### src/rtl/bound_flasher_pkg.sv
// bound_flasher_pkg: shared state type, default bound table and table accessor
// for the LED-bar flasher.
package bound_flasher_pkg;

    typedef enum logic [1:0] {
        IDLE = 2'd0,
        UP   = 2'd1,
        DOWN = 2'd2
    } state_e;

    localparam int MAX_STEP = 32;
    localparam int TBL_W    = MAX_STEP * 8;

    localparam logic [47:0] DEF_BOUNDS =
        {8'd0, 8'd6, 8'd0, 8'd11, 8'd5, 8'd16};

    function automatic logic [7:0] bound_at(
        input logic [TBL_W-1:0] tbl,
        input logic [4:0]       k
    );
        return tbl[{k, 3'b000} +: 8];
    endfunction

endpackage

### src/rtl/bound_flasher_seq_flick_sync.sv
// flick_sync: SYNC_STAGES-deep flop chain bringing the asynchronous
// flick request into the clk domain; all flops reset to 0.
module flick_sync #(
    parameter int SYNC_STAGES = 2
) (
    input  logic clk,
    input  logic rst_n,
    input  logic flick,
    output logic flick_s
);

    logic [SYNC_STAGES-1:0] sync_q;
    logic [SYNC_STAGES-1:0] sync_d;

    always_comb begin
        sync_d = {sync_q[SYNC_STAGES-2:0], flick};
    end

    always_ff @(posedge clk or negedge rst_n) begin
        if (!rst_n) begin
            sync_q <= '0;
        end else begin
            sync_q <= sync_d;
        end
    end

    assign flick_s = sync_q[SYNC_STAGES-1];

endmodule

### src/rtl/bound_flasher_seq.sv
// bound_flasher_seq: thermometer LED-bar sequencer walking an UP/DOWN bound table.
// Define BOUND_FLASHER_KICKBACK_EN to let flick re-run the previous UP phase.
module bound_flasher_seq
    import bound_flasher_pkg::*;
#(
    parameter int                  N_LED       = 16,
    parameter int                  N_STEP      = 6,
    parameter logic [N_STEP*8-1:0] BOUNDS      = DEF_BOUNDS,
    parameter int                  KICK_LO     = 0,
    parameter int                  KICK_HI     = 5,
    parameter int                  TICK_DIV    = 1,
    parameter int                  SYNC_STAGES = 2
) (
    input  logic                                  clk,
    input  logic                                  rst_n,
    input  logic                                  flick,
    output logic [N_LED-1:0]                      led,
    output logic                                  busy,
    output logic [((N_STEP>1)?$clog2(N_STEP):1)-1:0] step_o,
    output logic                                  done
);

    localparam int CW = $clog2(N_LED + 1);
    localparam int SW = (N_STEP > 1) ? $clog2(N_STEP) : 1;
    localparam int PW = (TICK_DIV > 1) ? $clog2(TICK_DIV) : 1;
    localparam logic [TBL_W-1:0] TBL = TBL_W'(BOUNDS);

`ifdef BOUND_FLASHER_KICKBACK_EN
    localparam bit KICK_EN = 1'b1;
`else
    localparam bit KICK_EN = 1'b0;
`endif

    if (N_STEP < 2 || N_STEP % 2 != 0 || N_STEP > MAX_STEP) begin : g_bad_n
        $error("N_STEP must be even and within 2..%0d", MAX_STEP);
    end
    if (TICK_DIV < 1 || SYNC_STAGES < 2) begin : g_bad_cfg
        $error("TICK_DIV must be >=1 and SYNC_STAGES >=2");
    end
    for (genvar k = 0; k < N_STEP; k++) begin : g_chk
        if (int'(bound_at(TBL, 5'(k))) > N_LED) begin : g_range
            $error("bound of step %0d exceeds N_LED", k);
        end
        if (k > 0 && k % 2 == 0 &&
            bound_at(TBL, 5'(k)) <= bound_at(TBL, 5'(k - 1))) begin : g_up
            $error("UP bound of step %0d not above previous", k);
        end
        if (k % 2 == 1 &&
            bound_at(TBL, 5'(k)) >= bound_at(TBL, 5'(k - 1))) begin : g_dn
            $error("DOWN bound of step %0d not below previous", k);
        end
    end

    state_e          state_q, state_d;
    logic [CW-1:0]   cnt_q, cnt_d;
    logic [SW-1:0]   step_q, step_d;
    logic [PW-1:0]   presc_q, presc_d;
    logic            done_q, done_d;
    logic            flick_s;
    logic [CW-1:0]   bnd;
    logic            tick, last, at_bound, kick;

    flick_sync #(
        .SYNC_STAGES(SYNC_STAGES)
    ) u_sync (
        .clk    (clk),
        .rst_n  (rst_n),
        .flick  (flick),
        .flick_s(flick_s)
    );

    assign bnd      = CW'(bound_at(TBL, 5'(step_q)));
    assign tick     = presc_q == PW'(TICK_DIV - 1);
    assign last     = step_q == SW'(N_STEP - 1);
    assign at_bound = cnt_q == bnd;
    assign kick     = KICK_EN && state_q == DOWN && !last && flick_s &&
                      (cnt_q == CW'(KICK_LO) || cnt_q == CW'(KICK_HI));

    always_comb begin
        state_d = state_q;
        cnt_d   = cnt_q;
        step_d  = step_q;
        presc_d = presc_q;
        done_d  = 1'b0;
        unique case (state_q)
            IDLE: begin
                presc_d = '0;
                step_d  = '0;
                if (flick_s) begin
                    state_d = UP;
                    cnt_d   = CW'(1);
                end else begin
                    cnt_d = '0;
                end
            end
            UP, DOWN: begin
                presc_d = tick ? '0 : presc_q + PW'(1);
                if (tick) begin
                    if (kick) begin
                        state_d = UP;
                        step_d  = step_q - SW'(1);
                        cnt_d   = cnt_q + CW'(1);
                    end else if (at_bound && last) begin
                        state_d = IDLE;
                        cnt_d   = '0;
                        step_d  = '0;
                        done_d  = 1'b1;
                    end else if (at_bound) begin
                        // turn around on the same tick: no dwell at the bound
                        step_d = step_q + SW'(1);
                        if (state_q == UP) begin
                            state_d = DOWN;
                            cnt_d   = cnt_q - CW'(1);
                        end else begin
                            state_d = UP;
                            cnt_d   = cnt_q + CW'(1);
                        end
                    end else if (state_q == UP) begin
                        cnt_d = cnt_q + CW'(1);
                    end else begin
                        cnt_d = cnt_q - CW'(1);
                    end
                end
            end
            default: begin
                state_d = IDLE;
                cnt_d   = '0;
                step_d  = '0;
                presc_d = '0;
            end
        endcase
    end

    always_ff @(posedge clk or negedge rst_n) begin
        if (!rst_n) begin
            state_q <= IDLE;
            cnt_q   <= '0;
            step_q  <= '0;
            presc_q <= '0;
            done_q  <= 1'b0;
        end else begin
            state_q <= state_d;
            cnt_q   <= cnt_d;
            step_q  <= step_d;
            presc_q <= presc_d;
            done_q  <= done_d;
        end
    end

    always_comb begin
        led = '0;
        for (int i = 0; i < N_LED; i++) begin
            led[i] = int'(cnt_q) > i;
        end
    end

    assign busy   = state_q != IDLE;
    assign step_o = step_q;
    assign done   = done_q;

endmodule

### config.mk
export PLATFORM = sky130hd
export DESIGN_NAME = bound_flasher_seq
export DESIGN_NICKNAME = d
export VERILOG_FILES = /design/src/rtl/bound_flasher_pkg.sv /design/src/rtl/bound_flasher_seq_flick_sync.sv /design/src/rtl/bound_flasher_seq.sv
export SDC_FILE = /design/constraint.sdc
export NUM_CORES = 1
export LEC_CHECK = 0
export ABC_CLOCK_PERIOD_IN_PS = 2700
export CORE_MARGIN = 4
export CORE_UTILIZATION = 45
export CTS_CLUSTER_SIZE = 40
export DETAILED_ROUTE_END_ITERATION = 16
export GPL_TIMING_DRIVEN = 0
export PLACE_DENSITY = 0.84
export SYNTH_ARGS = -nofsm -noshare
export SYNTH_HDL_FRONTEND = slang
export SYNTH_HIERARCHICAL = 1
export SYNTH_SLANG_ARGS = --single-unit
### constraint.sdc
create_clock -name clk -period 2.7 [get_ports clk]
set_clock_uncertainty 0.05 [all_clocks]
set_input_delay 0.54 -clock clk [delete_from_list [all_inputs] [get_ports clk]]
set_output_delay 0.54 -clock clk [all_outputs]
set_load 0.1 [all_outputs]
==> run_results.csv <==
group,metric,value,unit
route,num_vias,958,
route,drt_iter0_markers,11,
layout,fin_cells,178,
route,antenna_left,0,
worst_setup_path,timing.rr.start,"step_o[0]$_DFFE_PN0P_",
global_routing,gr-total-overflow,0,
placement,numPlacedInstances,174,
clock_network,cts_tree,"built",
sta,tightestPinTransition,0.969,ns
logic_synthesis,ys.flop_type,"dfrtp_1",
worst_setup_path,crit_path_start_kind,"flip-flop",
flow_run,maxCapViolations,0,
floorplan,die_h,56.8,µm
clock_network,cts_root_buffer,"clkbuf_4",
worst_setup_path,crit_arrival,2.01,ns
logic_synthesis,synth_area,1070,µm²
layout,fill_cells,203,
route,first_pass_iters,4,
route,drt_wl_total,2320,µm
logic_synthesis,synth.avg_cell_area,8.70,µm²
sta,finalCritPeriodShare,96.3,%
route,avgRoutedWirePerCell,13.0,µm
global_routing,grtUsageTotal,15.1,%
sta,max_freq,385,MHz
worst_setup_path,crit_start,"cnt_q[2]$_DFF_PN0_",
logic_synthesis,syn-instance-count,123,
sta,finalCriticalPeriod,2.60,ns
layout,area_growth,27.5,%
global_routing,first_global_vias,945,
floorplan,num_rows,17,
worst_setup_path,crit_type,"flip-flop to output pin",
layout,layout-drive-gt1-share,25.3,%
floorplan,dieArea,3220,µm²
global_routing,grtUsageMet2,28.5,%
logic_synthesis,ys_seq_area_share,30.4,%
placement,gp_congestion,0.812,
global_routing,antenna_found_initial,0,
placement,dp_hpwl,1890,µm
logic_synthesis,synth_fp_nets,138,
clock_network,worstSkewPairLatency,0.27,ns
logic_synthesis,ys_types,35,
route,routed_via_density,5.38,
floorplan,coreArea,2230,µm²
layout,final_common_cell,"nand2_1",
worst_setup_path,endpoint_kind,"output pin",
sta,setup_viol,0,
clock_network,cts_buffer_depth,2,
sta,slew_headroom,35.2,%
clock_network,tritoncts.num_buffers,3,
placement,io_buffer_count,23,
global_routing,grt_use_met3,2.07,%
worst_setup_path,critPathRequiredTime,2.11,ns
clock_network,htree_levels,1,
floorplan,die_x,56.8,µm
layout,antenna_cells,0,
logic_synthesis,synth_edf_count,0,
layout,multi_input_area,691,µm²
clock_network,postCtsSetupBuffers,0,
sta,slew_viol_final,0,
sta,hold_violations,0,
floorplan,pin_count,24,
clock_network,cts_sinks,13,
logic_synthesis,synth-async-reset-ratio,100,%
sta,rsz0062_at_grt,"false",
route,drcViolationCount,0,
global_routing,grt_max_degree,14,
layout,fin_nets,166,
min_path,min_from,"u_sync/sync_q[0]$_DFF_PN0_",
worst_setup_path,cp_max_fo,10,
outcome,outcome,"complete, no violations",
min_path,min_path_type,"flip-flop to flip-flop",
layout,seqCellArea,334,µm²
clock_network,clk_pin_slew_worst_paths,0.08,ns
global_routing,grt_pass1_wl,3970,µm
floorplan,start_util,47.9,%
layout,most-common-layout-cells,"nand2_1 (17), ha_1 (12), nor2_1 (10), dfrtp_1 (10), clkdlybuf4s15_2 (9)",
logic_synthesis,synth_seq_cells,13,
global_routing,use_met1,17.7,%
logic_synthesis,yosys_warnings,6,
global_routing,busiest_layer,"met2",
[cells by family after synthesis]
family | count (synthesis) | synth area share (%)
buf+inv | 16 | 6.78
compound gates | 25 | 15.2
mux | 5 | 4.91
fa+ha+maj | 12 | 14.0
xor+xnor | 8 | 8.30
simple gates | 44 | 20.4
flops | 13 | 30.4
[cells in the mapped netlist (2+ instances only)]
cell type  count  area [µm²]
o21ai_0       10        50.1
mux2_1         2        22.5
nor2_1        10        37.5
a31oi_1        2        12.5
dfrtp_1       13         325
xnor2_1        6        52.6
o21ai_1        4        20.0
inv_2          4        15.0
nand2_1       17        63.8
o31ai_1        2        15.0
inv_1          8        30.0
nor2b_1        4        25.0
mux2i_1        3        30.0
nor3_1         3        15.0
nor3b_1        4        30.0
ha_1          12         150
[worst paths after layout]
kind | slack (ns) | endpoint | cells after the start
worst max-delay path | 0.1 | led[5] | 4
min in group asynchronous | 0.57 | u_sync/sync_q[1]$_DFF_PN0_ | 1
max in group asynchronous | 1.62 | step_o[1]$_DFFE_PN0P_ | 1
worst min-delay path | 0.30 | u_sync/sync_q[1]$_DFF_PN0_ | 0
worst max register to register | 0.14 | cnt_q[2]$_DFF_PN0_ | 8
worst min register to register | 0.30 | u_sync/sync_q[1]$_DFF_PN0_ | 0
[area by class of cell]
cell class | instances | share of cell area [%]
clock buffer | 4 | 1.93
sequential | 13 | 24.5
timing repair buffer | 23 | 15.0
inverter | 12 | 3.30
buffer | 4 | 2.02
tap | 28 | 2.57
multi-input combinational | 94 | 50.6
[sequential cells by signal (all words and copies together) (netlist names)]
register       flops
done               1
state_q            2
u_sync/sync_q      2
cnt_q              5
step_o             3
[metal layers]
metal	share of wire, %	routed length [µm]
met5	0	0
met4	0.99	23
met3	3.7	86
met2	49	1140
met1	46	1060
[critical path, stage by stage (launching register included)]
cell and delay (ns):
dfrtp_1 0.41, clkbuf_1 0.37, o21ai_0 0.25, o21ai_2 0.15, clkdlybuf4s15_2 0.56
[metrics by stage]
stage | hold slack (ns) | area [µm²] | worst slack (ns) | TNS (ns) | util [%]
finish | 0.303 | 1360 | 0.0997 | 0 | 61.1
global route | 0.308 | 1360 | 0.00496 | 0 | 61.1
CTS | 0.308 | 1400 | 0.00789 | 0 | 62.7
detailed placement | 0.293 | 1360 | -0.249 | -1.32 | 61.0
global placement | 0.287 | 1360 | -0.227 | -0.881 | 61.0
floorplan | 0.194 | 1100 | -0.555 | -0.639 | -
[repair_timing]
action	4_1_cts	5_1_grt
resized for setup	43	12
hold buffers	0	0
hold endpoints to repair	0	0
endpoints found under the setup margin	17	7
Power is left out: the tool's default activity adds up to more than one toggle a clock period on the data nets, which glitch-free logic cannot reach.
